<file path="src/rtl/ssd1306_pkg.sv">
// Shared definitions for the SSD1306 microcode sequencer: FSM states, opcode
// encodings, control-pin indices and the microcode word decoder.
package ssd1306_pkg;

    typedef enum logic [2:0] {
        StIdle,
        StFetch,
        StDelay,
        StSend,
        StWait,
        StStrAccept,
        StStrSend,
        StStrWait
    } state_e;

    typedef enum logic [3:0] {
        OpSend,
        OpGoto,
        OpDelay,
        OpSetPin,
        OpStream,
        OpRet,
        OpStop,
        OpNop,
        OpBad
    } op_e;

    localparam int unsigned InterpBit = 9;
    localparam int unsigned LastBit   = 8;

    localparam logic [7:0] MaskGoto   = 8'h80;
    localparam logic [7:0] MaskDelay  = 8'hC0;
    localparam logic [7:0] CodeDelay  = 8'h40;
    localparam logic [7:0] MaskSetPin = 8'hE0;
    localparam logic [7:0] CodeSetPin = 8'h20;
    localparam logic [7:0] CodeStream = 8'h10;
    localparam logic [7:0] CodeRet    = 8'h03;
    localparam logic [7:0] CodeStop   = 8'h01;
    localparam logic [7:0] CodeNop    = 8'h00;

    localparam int unsigned PinRstn  = 0;
    localparam int unsigned PinVbatn = 1;
    localparam int unsigned PinVcdn  = 2;
    localparam int unsigned PinDc    = 3;

    function automatic op_e decode_op(input logic interp, input logic [7:0] opc);
        op_e res;
        if (!interp)                                res = OpSend;
        else if ((opc & MaskGoto) == MaskGoto)      res = OpGoto;
        else if ((opc & MaskDelay) == CodeDelay)    res = OpDelay;
        else if ((opc & MaskSetPin) == CodeSetPin)  res = OpSetPin;
        else if (opc == CodeStream)                 res = OpStream;
        else if (opc == CodeRet)                    res = OpRet;
        else if (opc == CodeStop)                   res = OpStop;
        else if (opc == CodeNop)                    res = OpNop;
        else                                        res = OpBad;
        return res;
    endfunction

endpackage

</file>
<file path="src/rtl/ssd1306_call_stack.sv">
// Return-address LIFO for CALL/RET. Push is ignored when full, pop when empty;
// clear has priority over both.
module ssd1306_call_stack #(
    parameter int unsigned Depth = 4,
    parameter int unsigned Width = 6
) (
    input  logic             clk_i,
    input  logic             rst_ni,
    input  logic             push_i,
    input  logic             pop_i,
    input  logic             clear_i,
    input  logic [Width-1:0] data_i,
    output logic             full_o,
    output logic             empty_o,
    output logic [Width-1:0] top_o
);

    localparam int unsigned SpW = $clog2(Depth + 1);

    logic [SpW-1:0]   sp_q;
    logic [Width-1:0] mem_q [Depth];

    assign full_o  = (sp_q == SpW'(Depth));
    assign empty_o = (sp_q == '0);

    always_ff @(posedge clk_i or negedge rst_ni) begin
        if (!rst_ni) begin
            sp_q <= '0;
            for (int i = 0; i < Depth; i++) begin
                mem_q[i] <= '0;
            end
        end else if (clear_i) begin
            sp_q <= '0;
        end else if (push_i && !full_o) begin
            for (int i = 0; i < Depth; i++) begin
                if (sp_q == SpW'(i)) begin
                    mem_q[i] <= data_i;
                end
            end
            sp_q <= sp_q + SpW'(1);
        end else if (pop_i && !empty_o) begin
            sp_q <= sp_q - SpW'(1);
        end
    end

    // Top of stack lives one slot below the stack pointer.
    always_comb begin
        top_o = '0;
        for (int i = 0; i < Depth; i++) begin
            if (sp_q == SpW'(i + 1)) begin
                top_o = mem_q[i];
            end
        end
    end

endmodule

</file>
<file path="src/rtl/ssd1306_sequencer.sv">
// Microcode sequencer for the SSD1306 path: fetches words from an external store,
// drives the SPI byte shifter, streams framebuffer bytes and sets OLED control pins.
module ssd1306_sequencer
    import ssd1306_pkg::*;
#(
    parameter int unsigned MICROCODE_SIZE  = 48,
    parameter int unsigned DELAY_SHIFT     = 11,
    parameter int unsigned STACK_DEPTH     = 4,
    parameter int unsigned NUM_PINS        = 4,
    parameter logic [7:0]  PIN_RESET_VALUE = 8'h06,
    localparam int unsigned ADDR_W         = $clog2(MICROCODE_SIZE)
) (
    input  logic                clk_in,
    input  logic                resetn_in,
    input  logic [ADDR_W-1:0]   procedure_offset_in,
    input  logic                procedure_start_in,
    input  logic                abort_in,
    output logic                procedure_done_out,
    output logic                error_out,
    output logic [ADDR_W-1:0]   ucode_addr_out,
    input  logic [9:0]          ucode_data_in,
    output logic                spi_tx_trigger_out,
    output logic [7:0]          spi_data_out,
    output logic                spi_last_byte_out,
    input  logic                spi_ready_in,
    input  logic [7:0]          stream_data_in,
    input  logic                stream_valid_in,
    input  logic                stream_last_in,
    output logic                stream_ready_out,
    output logic [NUM_PINS-1:0] oled_pins_out
);

    localparam int unsigned    CntW    = 6 + DELAY_SHIFT;
    localparam logic [ADDR_W:0] SizeCmp = (ADDR_W + 1)'(MICROCODE_SIZE);

    state_e              state_q;
    logic [ADDR_W-1:0]   pc_q;
    logic [CntW-1:0]     delay_cnt_q;
    logic                error_q;
    logic                trigger_q;
    logic [7:0]          data_q;
    logic                last_q;
    logic [NUM_PINS-1:0] pins_q;

    op_e               op;
    logic [7:0]        opc;
    logic              word_last;
    logic [6:0]        target;
    logic [5:0]        dly;
    logic [2:0]        pin_sel;
    logic              pin_val;
    logic [ADDR_W:0]   pc_inc;
    logic              inc_ok;
    logic              target_ok;
    state_e            adv_state;
    logic [CntW-1:0]   dly_load;
    logic              in_fetch;
    logic              stk_push;
    logic              stk_pop;
    logic              stk_clear;
    logic              stk_full;
    logic              stk_empty;
    logic [ADDR_W-1:0] stk_top;

    always_comb begin
        opc       = ucode_data_in[7:0];
        word_last = ucode_data_in[LastBit];
        op        = decode_op(ucode_data_in[InterpBit], opc);
        target    = opc[6:0];
        dly       = opc[5:0];
        pin_sel   = opc[3:1];
        pin_val   = opc[0];
        // pc+1 is kept one bit wider so stepping past the last word is caught, not wrapped.
        pc_inc    = {1'b0, pc_q} + (ADDR_W + 1)'(1);
        inc_ok    = (pc_inc != SizeCmp);
        adv_state = inc_ok ? StFetch : StIdle;
        target_ok = ({25'd0, target} < MICROCODE_SIZE);
        dly_load  = (CntW'(dly) << DELAY_SHIFT) - CntW'(1);
    end

    assign in_fetch  = (state_q == StFetch) && !abort_in;
    assign stk_push  = in_fetch && (op == OpGoto) && word_last && target_ok;
    assign stk_pop   = in_fetch && (op == OpRet);
    assign stk_clear = abort_in || ((state_q == StIdle) && procedure_start_in && spi_ready_in);

    ssd1306_call_stack #(
        .Depth (STACK_DEPTH),
        .Width (ADDR_W)
    ) u_call_stack (
        .clk_i   (clk_in),
        .rst_ni  (resetn_in),
        .push_i  (stk_push),
        .pop_i   (stk_pop),
        .clear_i (stk_clear),
        .data_i  (pc_inc[ADDR_W-1:0]),
        .full_o  (stk_full),
        .empty_o (stk_empty),
        .top_o   (stk_top)
    );

    always_ff @(posedge clk_in or negedge resetn_in) begin
        if (!resetn_in) begin
            state_q     <= StIdle;
            pc_q        <= '0;
            delay_cnt_q <= '0;
            error_q     <= 1'b0;
            trigger_q   <= 1'b0;
            data_q      <= '0;
            last_q      <= 1'b0;
            pins_q      <= PIN_RESET_VALUE[NUM_PINS-1:0];
        end else if (abort_in) begin
            // Dropping the trigger is enough; a byte already in the shifter runs to completion.
            state_q   <= StIdle;
            trigger_q <= 1'b0;
        end else begin
            unique case (state_q)
                StIdle: begin
                    if (procedure_start_in && spi_ready_in) begin
                        pc_q    <= procedure_offset_in;
                        error_q <= 1'b0;
                        state_q <= StFetch;
                    end
                end
                StFetch: begin
                    unique case (op)
                        OpSend: begin
                            data_q    <= opc;
                            last_q    <= word_last;
                            trigger_q <= 1'b1;
                            state_q   <= StSend;
                        end
                        OpGoto: begin
                            if (!target_ok || (word_last && stk_full)) begin
                                error_q <= 1'b1;
                                state_q <= StIdle;
                            end else begin
                                pc_q <= target[ADDR_W-1:0];
                            end
                        end
                        OpDelay: begin
                            if (dly == 6'd0) begin
                                if (inc_ok) pc_q <= pc_inc[ADDR_W-1:0];
                                error_q <= !inc_ok;
                                state_q <= adv_state;
                            end else begin
                                delay_cnt_q <= dly_load;
                                state_q     <= StDelay;
                            end
                        end
                        OpSetPin: begin
                            for (int i = 0; i < NUM_PINS; i++) begin
                                if (pin_sel == 3'(i)) begin
                                    pins_q[i] <= pin_val;
                                end
                            end
                            if (inc_ok) pc_q <= pc_inc[ADDR_W-1:0];
                            error_q <= !inc_ok;
                            state_q <= adv_state;
                        end
                        OpStream: state_q <= StStrAccept;
                        OpRet: begin
                            if (stk_empty) begin
                                error_q <= 1'b1;
                                state_q <= StIdle;
                            end else begin
                                pc_q <= stk_top;
                            end
                        end
                        OpStop: state_q <= StIdle;
                        OpNop: begin
                            if (inc_ok) pc_q <= pc_inc[ADDR_W-1:0];
                            error_q <= !inc_ok;
                            state_q <= adv_state;
                        end
                        default: begin
                            error_q <= 1'b1;
                            state_q <= StIdle;
                        end
                    endcase
                end
                StDelay: begin
                    if (delay_cnt_q == '0) begin
                        if (inc_ok) pc_q <= pc_inc[ADDR_W-1:0];
                        error_q <= !inc_ok;
                        state_q <= adv_state;
                    end else begin
                        delay_cnt_q <= delay_cnt_q - CntW'(1);
                    end
                end
                StSend, StStrSend: begin
                    if (!spi_ready_in) begin
                        trigger_q <= 1'b0;
                        state_q   <= (state_q == StSend) ? StWait : StStrWait;
                    end
                end
                StWait: begin
                    if (spi_ready_in) begin
                        if (inc_ok) pc_q <= pc_inc[ADDR_W-1:0];
                        error_q <= !inc_ok;
                        state_q <= adv_state;
                    end
                end
                StStrAccept: begin
                    if (stream_valid_in && spi_ready_in) begin
                        data_q    <= stream_data_in;
                        last_q    <= stream_last_in;
                        trigger_q <= 1'b1;
                        state_q   <= StStrSend;
                    end
                end
                StStrWait: begin
                    if (spi_ready_in) begin
                        if (last_q) begin
                            if (inc_ok) pc_q <= pc_inc[ADDR_W-1:0];
                            error_q <= !inc_ok;
                            state_q <= adv_state;
                        end else begin
                            state_q <= StStrAccept;
                        end
                    end
                end
                default: state_q <= StIdle;
            endcase
        end
    end

    assign procedure_done_out = (state_q == StIdle);
    assign error_out          = error_q;
    assign ucode_addr_out     = pc_q;
    assign spi_tx_trigger_out = trigger_q;
    assign spi_data_out       = data_q;
    assign spi_last_byte_out  = last_q;
    assign stream_ready_out   = (state_q == StStrAccept) && spi_ready_in;
    assign oled_pins_out      = pins_q;

endmodule

</file>
<file path="config.mk">
export PLATFORM = sky130hd
export DESIGN_NAME = ssd1306_sequencer
export DESIGN_NICKNAME = d
export VERILOG_FILES = /design/src/rtl/ssd1306_pkg.sv /design/src/rtl/ssd1306_call_stack.sv /design/src/rtl/ssd1306_sequencer.sv
export SDC_FILE = /design/constraint.sdc
export NUM_CORES = 1
export LEC_CHECK = 0
export ABC_AREA = 1
export CAP_MARGIN = 20
export CORE_MARGIN = 5
export CORE_UTILIZATION = 29
export DETAILED_ROUTE_END_ITERATION = 10
export GPL_ROUTABILITY_DRIVEN = 0
export GPL_TIMING_DRIVEN = 0
export PLACE_DENSITY = 0.57
export SYNTH_ARGS = -nofsm -noshare
export SYNTH_HDL_FRONTEND = slang
export SYNTH_SLANG_ARGS = --single-unit
</file>
<file path="constraint.sdc">
create_clock -name clk_in -period 5.9 [get_ports clk_in]
set_clock_uncertainty 0.15 [all_clocks]
set_input_delay 1.18 -clock clk_in [delete_from_list [all_inputs] [get_ports clk_in]]
set_output_delay 1.18 -clock clk_in [all_outputs]
set_load 0.005 [all_outputs]
</file>
# Word-level counts from Yosys, hierarchy flattened
# Cells that the tools add are included.
dict set report word_totals {
  elab_cells 192
  output_inout_bits 23
  in_bits 31
  ff_bits 68
}
dict set report op_classes {
  n_lt_le_gt_ge 1
  n_mux 66
  add_sub_neg 5
  n_bitwise 2
  n_eq_ne 53
  reduce_logical 49
}
# operator n
set ops {}
lappend ops {{$mux 6} 13}
lappend ops {{$mux 17} 3}
lappend ops {{$mux 3} 13}
lappend ops {{$pmux 17 s2} 1}
lappend ops {{$sub 17x1->17 const B} 2}
lappend ops {{$mux 4} 8}
lappend ops {{$pmux 6 s5} 1}
lappend ops {{$ne 3x3->1 const B} 8}
lappend ops {{$pmux 6 s4} 1}
lappend ops {{$reduce_and 4->1} 6}
lappend ops {{$reduce_and 11->1} 2}
lappend ops {{$pmux 3 s7} 1}
lappend ops {{$eq 3x2->1 const B} 6}
lappend ops {{$pmux 3 s6} 1}
lappend ops {{$logic_not 17->1} 1}
lappend ops {{$eq 4x3->1 const B} 4}
lappend ops {{$mux 8} 2}
lappend ops {{$ne 2x2->1 const B} 8}
lappend ops {{$pmux 8 s2} 1}
lappend ops {{$eq 3x3->1 const B} 5}
lappend ops {{$mux 1} 15}
lappend ops {{$logic_and 1x1->1} 13}
lappend ops {{$eq 3x1->1 const B} 4}
lappend ops {{$ne 3x2->1 const B} 4}
lappend ops {{34 further kinds} 53}

# Longest topological paths before layout
# Gate-level depths: netlist of the first run.
dict set report logic_depth {
  depth_word 16
  ltp_mapped 18
  ltp_nobuf 18
}

# Hierarchy
# From an unflattened synthesis of the first run, not the netlist that was laid out.
dict set report unflattened {
  hier_cells 679
  area_unflattened_um2 4584.4
}
# module n_inst area_each_um2 seq_area_each_um2 cells_each
set modules_own_cells {}
lappend modules_own_cells {ssd1306_sequencer 1 3185.6 1028.5 494}
lappend modules_own_cells {ssd1306_call_stack 1 1398.8 675.6 185}

# Least setup slack after synthesis of the first run
# OpenSTA, ideal clock, no wires.
dict set report synth_path {
  path_type {in2reg}
  startpoint {in ucode_data_in[0]}
  endpoint {reg u_call_stack.mem_q[8] in the netlist's numbering}
  stages 15
  slack_ps 3038
  setup_ps 120
  t_arrival_ps 2591
  path_buffers 1
  cell_sequence {inv_1 -> ha_1 -> nand2_2 -> nand2_2 -> nand3_2 -> nand2_2 -> inv_2 -> nand3_2 -> nor3_4 -> nand2_4 -> clkinv_2 -> nand2_2 -> buf_6 -> nand2_1 -> o21ai_2}
}
dict set report synth_between {
  elab_chain_len 15
}
# element line_no
set synth_rtl {}
lappend synth_rtl {{from (decl)} ssd1306_sequencer.sv:21} ;# input logic [9:0] ucode_data_in,
lappend synth_rtl {{$logic_not 8->1} ssd1306_pkg.sv:55} ;# else if (opc == CodeNop) res = OpNop;
lappend synth_rtl {{$mux 4} ssd1306_pkg.sv:55}
lappend synth_rtl {{$mux 4} ssd1306_pkg.sv:54} ;# else if (opc == CodeStop) res = OpStop;
lappend synth_rtl {{$mux 4} ssd1306_pkg.sv:53} ;# else if (opc == CodeRet) res = OpRet;
lappend synth_rtl {{$mux 4} ssd1306_pkg.sv:52} ;# else if (opc == CodeStream) res = OpStream;
lappend synth_rtl {{$mux 4} ssd1306_pkg.sv:51} ;# else if ((opc & MaskSetPin) == CodeSetPin) res = OpSetPin;
lappend synth_rtl {{$mux 4} ssd1306_pkg.sv:50} ;# else if ((opc & MaskDelay) == CodeDelay) res = OpDelay;
lappend synth_rtl {{$mux 4} ssd1306_pkg.sv:49} ;# else if ((opc & MaskGoto) == MaskGoto) res = OpGoto;
lappend synth_rtl {{$mux 4} ssd1306_pkg.sv:48} ;# if (!interp) res = OpSend;
lappend synth_rtl {{$eq 4x1->1} ssd1306_sequencer.sv:82} ;# assign stk_push = in_fetch && (op == OpGoto) && word_last && target_ok;
lappend synth_rtl {{$logic_and 1x1->1 (2 in a row)} ssd1306_sequencer.sv:82}
lappend synth_rtl {{$logic_and 1x1->1 (*)} ssd1306_sequencer.sv:82}
lappend synth_rtl {{$logic_and 1x1->1 (*)} ssd1306_call_stack.sv:34} ;# end else if (push_i && !full_o) begin
lappend synth_rtl {{$reduce_and 3->1 (no line) (*)} n/a}
lappend synth_rtl {{to (signal, indexed assignment)} ssd1306_call_stack.sv:37} ;# mem_q[i] <= data_i;
lappend synth_rtl {{to (decl)} ssd1306_call_stack.sv:21} ;# logic [Width-1:0] mem_q [Depth];
# Every way passes the cells marked *; elsewhere a longest branch is shown, timed or not.
# A chain may end at the register's enable or synchronous reset.

# Worst setup path after layout of the first run
dict set report layout_path {
  startpoint {in spi_ready_in}
  endpoint {out stream_ready_out}
}
dict set report layout_between {
  elab_chain_len 1
}
# element line_no
set layout_rtl {}
lappend layout_rtl {{from (decl)} ssd1306_sequencer.sv:25} ;# input logic spi_ready_in,
lappend layout_rtl {{$logic_and 1x1->1} ssd1306_sequencer.sv:233} ;# assign stream_ready_out = (state_q == StStrAccept) && spi_ready_in;
lappend layout_rtl {{to (decl)} ssd1306_sequencer.sv:29} ;# output logic stream_ready_out,
# No other way between the ends.

==> results.json, run 1 <==
{
  "fp-row-count": 46,
  "rsz0062_at_grt": "no",
  "antenna_found_initial": 0,
  "ctsHoldBuffers": 0,
  "syn_inst": 664,
  "power_w": 0.00195,
  "cp-end-kind": "primary output",
  "worstSetupPathType": "primary input to primary output",
  "cts.sinks": 68,
  "wire_per_inst_microns": 13.7,
  "hold_viol": 0,
  "hold_class": "flop to flop",
  "vias": 4434,
  "slew_headroom_pct": 57.1,
  "yosysSeqAreaShare_pct": 36.6,
  "die_w_microns": 137,
  "cts_resized": 0,
  "cts-buffers-inserted": 9,
  "r2r_start": "ucode_addr_out[1]",
  "max_freq_ghz": 0.266,
  "grt_max_degree": 43,
  "htree_levels": 3,
  "grt_use_total_pct": 14.7,
  "drc": 0,
  "drv_cap": 0,
  "synth.distinct_cells": 44,
  "synth_fp_nets": 707,
  "clk_path_buf_depth": 2,
  "hp-start": "u_call_stack.mem_q[6]",
  "avgSynthCellArea_sq_um": 7.01,
  "grt_pass1_wl_microns": 21900,
  "drive_gt1_share_pct": 11.6,
  "power_density_nw_per_um2": 336,
  "synth_top_cell_area_share_pct": 35.5,
  "antenna_cells": 0,
  "worstPathMaxFanout": 4,
  "worstPathArrival_ps": 2420,
  "nFillCells": 1712,
  "drtIter0Drc": 300,
  "ys_seq_elements": 68,
  "crit_start": "spi_ready_in",
  "drv_slew": 0,
  "die_area_sq_um": 18700,
  "r2r_end": "ucode_addr_out[1]",
  "viasPerCell": 4.67,
  "clkTransAtPathRegs_ps": 50,
  "start_kind": "primary input",
  "period_needed_ps": 3750,
  "worst_slew_pin_slew_ps": 639,
  "setup_viol": 0,
  "grt_pass1_vias": 4365,
  "cts_tree": "done",
  "ys_warn_count": 0,
  "wirelength_microns": 13000,
  "p_leak_nw": 2.82,
  "final_nets": 772,
  "gr-total-overflow": 0,
  "required_ps": 4570,
  "synthTopCellsByArea": "dfrtp_1, nand2_1, nand3_1",
  "ant_nets": 0,
  "root_buffer": "clkbuf_16",
  "die_h_microns": 137,
  "timing.final.crit_share_pct": 63.6,
  "syn_area_sq_um": 4660,
  "hold_depth": 2,
  "core_area_sq_um": 15800,
  "first_pass_iters": 5,
  "worstRegToRegCells": 18,
  "start_util_pct": 29.4,
  "whs_endpoint": "u_call_stack.mem_q[6]",
  "yosysTopAreaCell": "dfrtp_1",
  "port_buffers": 53,
  "cts_setup_buffers": 0,
  "ff2ff_setup_slack_ps": 3340,
  "place_hpwl_microns": 9850,
  "boundaryPins": 54,
  "fin_tns_setup_ps": 0,
  "vdd_ir_drop_max_v": 0.000153,
  "status": "finished, final reports clean",
  "area_growth_pct": 24.9,
  "clock_latency_ps": 330
}
cell usage after synthesis, drive strengths merged:
| cell | instances |
|---|---|
| a22oi | 2 |
| ha | 12 |
| a31oi | 11 |
| inv | 79 |
| dfrtp | 66 |
| and2 | 1 |
| clkinv | 2 |
| a22o | 2 |
| o31ai | 1 |
| o311ai | 1 |
| o22ai | 1 |
| nor2 | 75 |
| nor3 | 5 |
| dfstp | 2 |
| xor2 | 8 |
| o21ai | 55 |
| nand3 | 68 |
| mux2i | 2 |
| and3 | 1 |
| nand3b | 2 |
| xnor2 | 3 |
| clkbuf | 5 |
| o211ai | 3 |
| nand4 | 11 |
| a41oi | 1 |
| o21bai | 1 |
| a21oi | 17 |
| nand2 | 216 |
| buf | 11 |
state kept, by name, indices dropped and copies added (netlist names):
| signal | count |
|---|---|
| error_out | 1 |
| u_call_stack.mem_q | 24 |
| oled_pins_out | 4 |
| spi_data_out | 8 |
| delay_cnt_q | 17 |
| ucode_addr_out | 6 |
| spi_tx_trigger_out | 1 |
| state_q | 3 |
| u_call_stack.sp_q | 3 |
| spi_last_byte_out | 1 |
stage by stage:
stage	worst slack, ps	instance area (sq um)	util [%]	hold slack, ps	instances
3_3_place_gp	932	5460	34.5	315	933
3_5_place_dp	1840	5480	34.6	318	934
2_1_floorplan	3040	4660	-	300	664
4_1_cts	2150	5820	36.8	330	950
5_1_grt	1950	5820	36.8	360	950
6_report	2150	5820	36.8	325	950
where the power goes:
part	switching (W)	internal, W
Clock	0.000218	0.000395
Sequential	0.0000970	0.000592
Combinational	0.000378	0.000273
Total	0.000693	0.00126
cell type report:
cell class	count	area, sq um	share of cell area (%)
plain buffers	16	105	1.81
clock inverters	5	82.6	1.42
repair buffers	54	556	9.55
well taps	216	270	4.65
multi-input cells	499	2540	43.7
inverters	81	305	5.25
clock buffers	11	253	4.34
flip-flops and latches	68	1700	29.3
cells by family (layout without fill, tap and decap cells):
| kind of cell | Yosys count | count (layout) | share of synthesized area (%) |
|---|---|---|---|
| AO/OA/AOI/OAI | 95 | 95 | 12.6 |
| XOR/XNOR | 11 | 11 | 2.07 |
| adder cells (fa/ha/maj) | 12 | 12 | 3.22 |
| buffers and inverters | 97 | 167 | 8.81 |
| flip-flops | 68 | 68 | 36.6 |
| multiplexers | 2 | 2 | 0.430 |
| AND/OR/NAND/NOR | 379 | 379 | 36.3 |
how the worst max path moves through the flow:
| stage | slack [ps] | to |
|---|---|---|
| 2_1_floorplan | 3040 | u_call_stack.mem_q[8] |
| 3_3_place_gp | 930 | ucode_addr_out[0] |
| 3_5_place_dp | 1840 | u_call_stack.sp_q[0] |
| 4_1_cts | 2150 | stream_ready_out |
| 5_1_grt | 1950 | u_call_stack.sp_q[1] |
| 6_report | 2150 | stream_ready_out |
placed cells by master (no fill, tap or decap), types with 3 or more instances in the layout:
cell and n:
nand3_1 65, ha_1 12, clkbuf_16 9, nand2_2 9, clkdlybuf4s50_1 52, nor2_1 66
o211ai_1 3, o21ai_0 29, a21oi_1 15, nor3_1 3, inv_2 12, a31oi_1 11
nand2_4 3, dfrtp_1 66, o21ai_2 11, nor2_2 6, nand2_1 204, xnor2_1 3
buf_2 6, nor2_4 3, buf_6 5, nand3_2 3, o21ai_1 15, xor2_1 8
inv_1 67, clkbuf_1 5, nand4_1 9
worst max-delay path, cell delays in order:
cell and delay, ps:
clkdlybuf4s50_1 540, inv_1 80, nor2_1 100, clkdlybuf4s50_1 520
routing by layer:
metal / track usage, % / up-vias / wire length, microns
met3: 2.83 / 20 / 596
met1: 20.2 / 2033 / 6400
met4: 3.70 / 0 / 158
li1: - / 2277 / -
met2: 23.8 / 104 / 5850
met5: 0 / - / 0
Power figures use the tool's default switching activity.
==> run 2, diff against run 1 <==
--- a/config.mk
+++ b/config.mk
@@ -12,7 +12,7 @@
 export DETAILED_ROUTE_END_ITERATION = 10
 export GPL_ROUTABILITY_DRIVEN = 0
 export GPL_TIMING_DRIVEN = 0
-export PLACE_DENSITY = 0.57
+export PLACE_DENSITY = 0.58
 export SYNTH_ARGS = -nofsm -noshare
 export SYNTH_HDL_FRONTEND = slang
 export SYNTH_SLANG_ARGS = --single-unit
==> constraint.sdc (replaced) <==
create_clock -name clk_in -period 3.33 [get_ports clk_in]
set_clock_uncertainty 0.15 [all_clocks]
set_input_delay 0.666 -clock clk_in [delete_from_list [all_inputs] [get_ports clk_in]]
set_output_delay 0.666 -clock clk_in [all_outputs]
set_load 0.005 [all_outputs]
==> run 2 against run 1 <==
  * Global-route usage fell by 0.54 points
  * Sequential power increased by 77%
  * First-iteration DRC count shrank 17%
  * Final cell count shrank 0.11%
  * Critical path depth rose by 11
  * Flip-flop and latch count stayed put
  * Non-clock buffer count down 1
  * Register-to-register slack worse by 2500 ps
  * Worst hold slack got worse by 230 ps
  * Critical endpoint is now u_call_stack.sp_q[0]
  * Largest cell class unchanged
==> results.json, run 2 (synthesis gave the netlist of run 1 again) <==
{
  "status": "finished, final reports clean",
  "met2_wirelength_microns": 6090,
  "cts_setup_buffers": 0,
  "htree_levels": 3,
  "drtIter0Drc": 248,
  "drv_cap": 0,
  "final_nets": 771,
  "clock_latency_ps": 330,
  "cts_tree": "done",
  "worstSetupPathType": "primary input to flop",
  "wire_per_inst_microns": 13.3,
  "drc": 0,
  "grt_pass1_vias": 4136,
  "die_area_sq_um": 18700,
  "largest_reg_flops": 24,
  "place_area_sq_um": 5480,
  "hold_class": "primary input to async pin",
  "gr-total-overflow": 0,
  "worstPathArrival_ps": 3130,
  "wirelength_microns": 12700,
  "hold_viol": 0,
  "cts_resized": 0,
  "cp-end-kind": "flop",
  "path_cells": "clkdlybuf4s50_1, inv_1, ha_1, nand2_2, nand2_2, nand3_2, nand2_2, inv_2, nand3_2, nor2_2, nand3_1, o21ai_2, nor2_1, nand2_1, nand2_1",
  "drv_slew": 0,
  "place_hpwl_microns": 9740,
  "cpMostUsedCell": "nand2_2",
  "core_area_sq_um": 15800,
  "setup_viol": 0,
  "ctsHoldBuffers": 0,
  "cts.sinks": 68,
  "grt_pass1_wl_microns": 20900,
  "p_leak_nw": 2.82,
  "layout_commonest_cell": "nand2_1",
  "crit_buf_inv": 3,
  "worstPathMaxFanout": 7,
  "ff2ff_setup_slack_ps": 810,
  "vdd_ir_drop_max_v": 0.000321,
  "clk_path_buf_depth": 2,
  "stdcell_area_sq_um": 5810,
  "final_cell_mix": "nand2_1, inv_1, nor2_1, dfrtp_1, nand3_1",
  "die_w_microns": 137,
  "grt_use_total_pct": 14.2,
  "required_ps": 3400,
  "fp-row-count": 46,
  "viasPerCell": 4.56,
  "timing.final.crit_share_pct": 91.8,
  "port_buffers": 53,
  "period_needed_ps": 3060,
  "antenna_cells": 0,
  "crit_family": "simple AND/OR/NAND/NOR gates",
  "start_util_pct": 29.4,
  "power_density_nw_per_um2": 588,
  "clkTransAtPathRegs_ps": 60,
  "slowest_delay_ps": 710,
  "worst_slew_pin_slew_ps": 629,
  "drive_gt1_share_pct": 11.6,
  "ant_nets": 0,
  "die_h_microns": 137,
  "boundaryPins": 54,
  "root_buffer": "clkbuf_16",
  "crit_slowest_cell": "clkdlybuf4s50_1",
  "vias": 4330,
  "slew_headroom_pct": 57.8,
  "wl_met1_microns": 5990,
  "fin_tns_setup_ps": 0,
  "largest-register": "u_call_stack.mem_q",
  "grt_max_degree": 44,
  "first_pass_iters": 4,
  "cts-buffers-inserted": 9,
  "antenna_found_initial": 0,
  "rsz0062_at_grt": "no",
  "start_kind": "primary input",
  "area_growth_pct": 24.7,
  "fin_hold_ws_ps": 99.6,
  "max_freq_ghz": 0.327,
  "wl_met3_microns": 472,
  "top_layer_used": "met4"
}
[run 2: cell types whose count changed in the layout (fill, tap and decap cells not counted)]
cell	before	now
clkbuf_8	2	0
clkbuf_1	5	4
dlymetal6s2s_1	0	1
clkdlybuf4s50_1	52	51
clkinvlp_4	0	1
clkinv_4	1	2
[run 2: final timing paths]
check | cells after the start | endpoint | from
max in group asynchronous | 2 | oled_pins_out[2] | resetn_in
min in group clk_in | 2 | error_out | error_out
worst min register to register | 2 | error_out | error_out
worst max register to register | 18 | ucode_addr_out[1] | ucode_addr_out[1]
worst max-delay path | 15 | u_call_stack.sp_q[0] | ucode_data_in[1]
worst min-delay path | 1 | delay_cnt_q[6] | resetn_in
[run 2: routing by layer]
layer	up-vias	track usage [%]
met1	1972	18.8
met3	10	2.72
met2	73	23.9
met4	0	3.08
met5	-	0
li1	2275	-
[run 2: through the flow]
| step | util, % | cells | total power [W] | setup WS [ps] |
|---|---|---|---|---|
| after floorplan | - | 664 | 0.00190 | 982 |
| after global placement | 34.5 | 933 | 0.00238 | -1110 |
| after detailed placement | 34.6 | 934 | 0.00239 | -214 |
| after CTS | 36.7 | 950 | 0.00346 | 102 |
| after global routing | 36.7 | 949 | 0.00366 | 26.4 |
| final | 36.7 | 949 | 0.00342 | 273 |
[run 2: final cells by class]
type	count	area [sq um]
buffer	15	101
clock buffer	9	225
clock inverter	7	98.8
fill	1657	10000
inverter	81	305
multi-input combinational	499	2540
sequential	68	1700
tap	216	270
timing repair buffer	54	558
[run 2: report_power, final]
group          total [W]  internal, W  switching [W]
Sequential       0.00122      0.00105       0.000171
Combinational    0.00115     0.000483       0.000664
Clock            0.00105     0.000660       0.000390
Total            0.00342      0.00219        0.00122
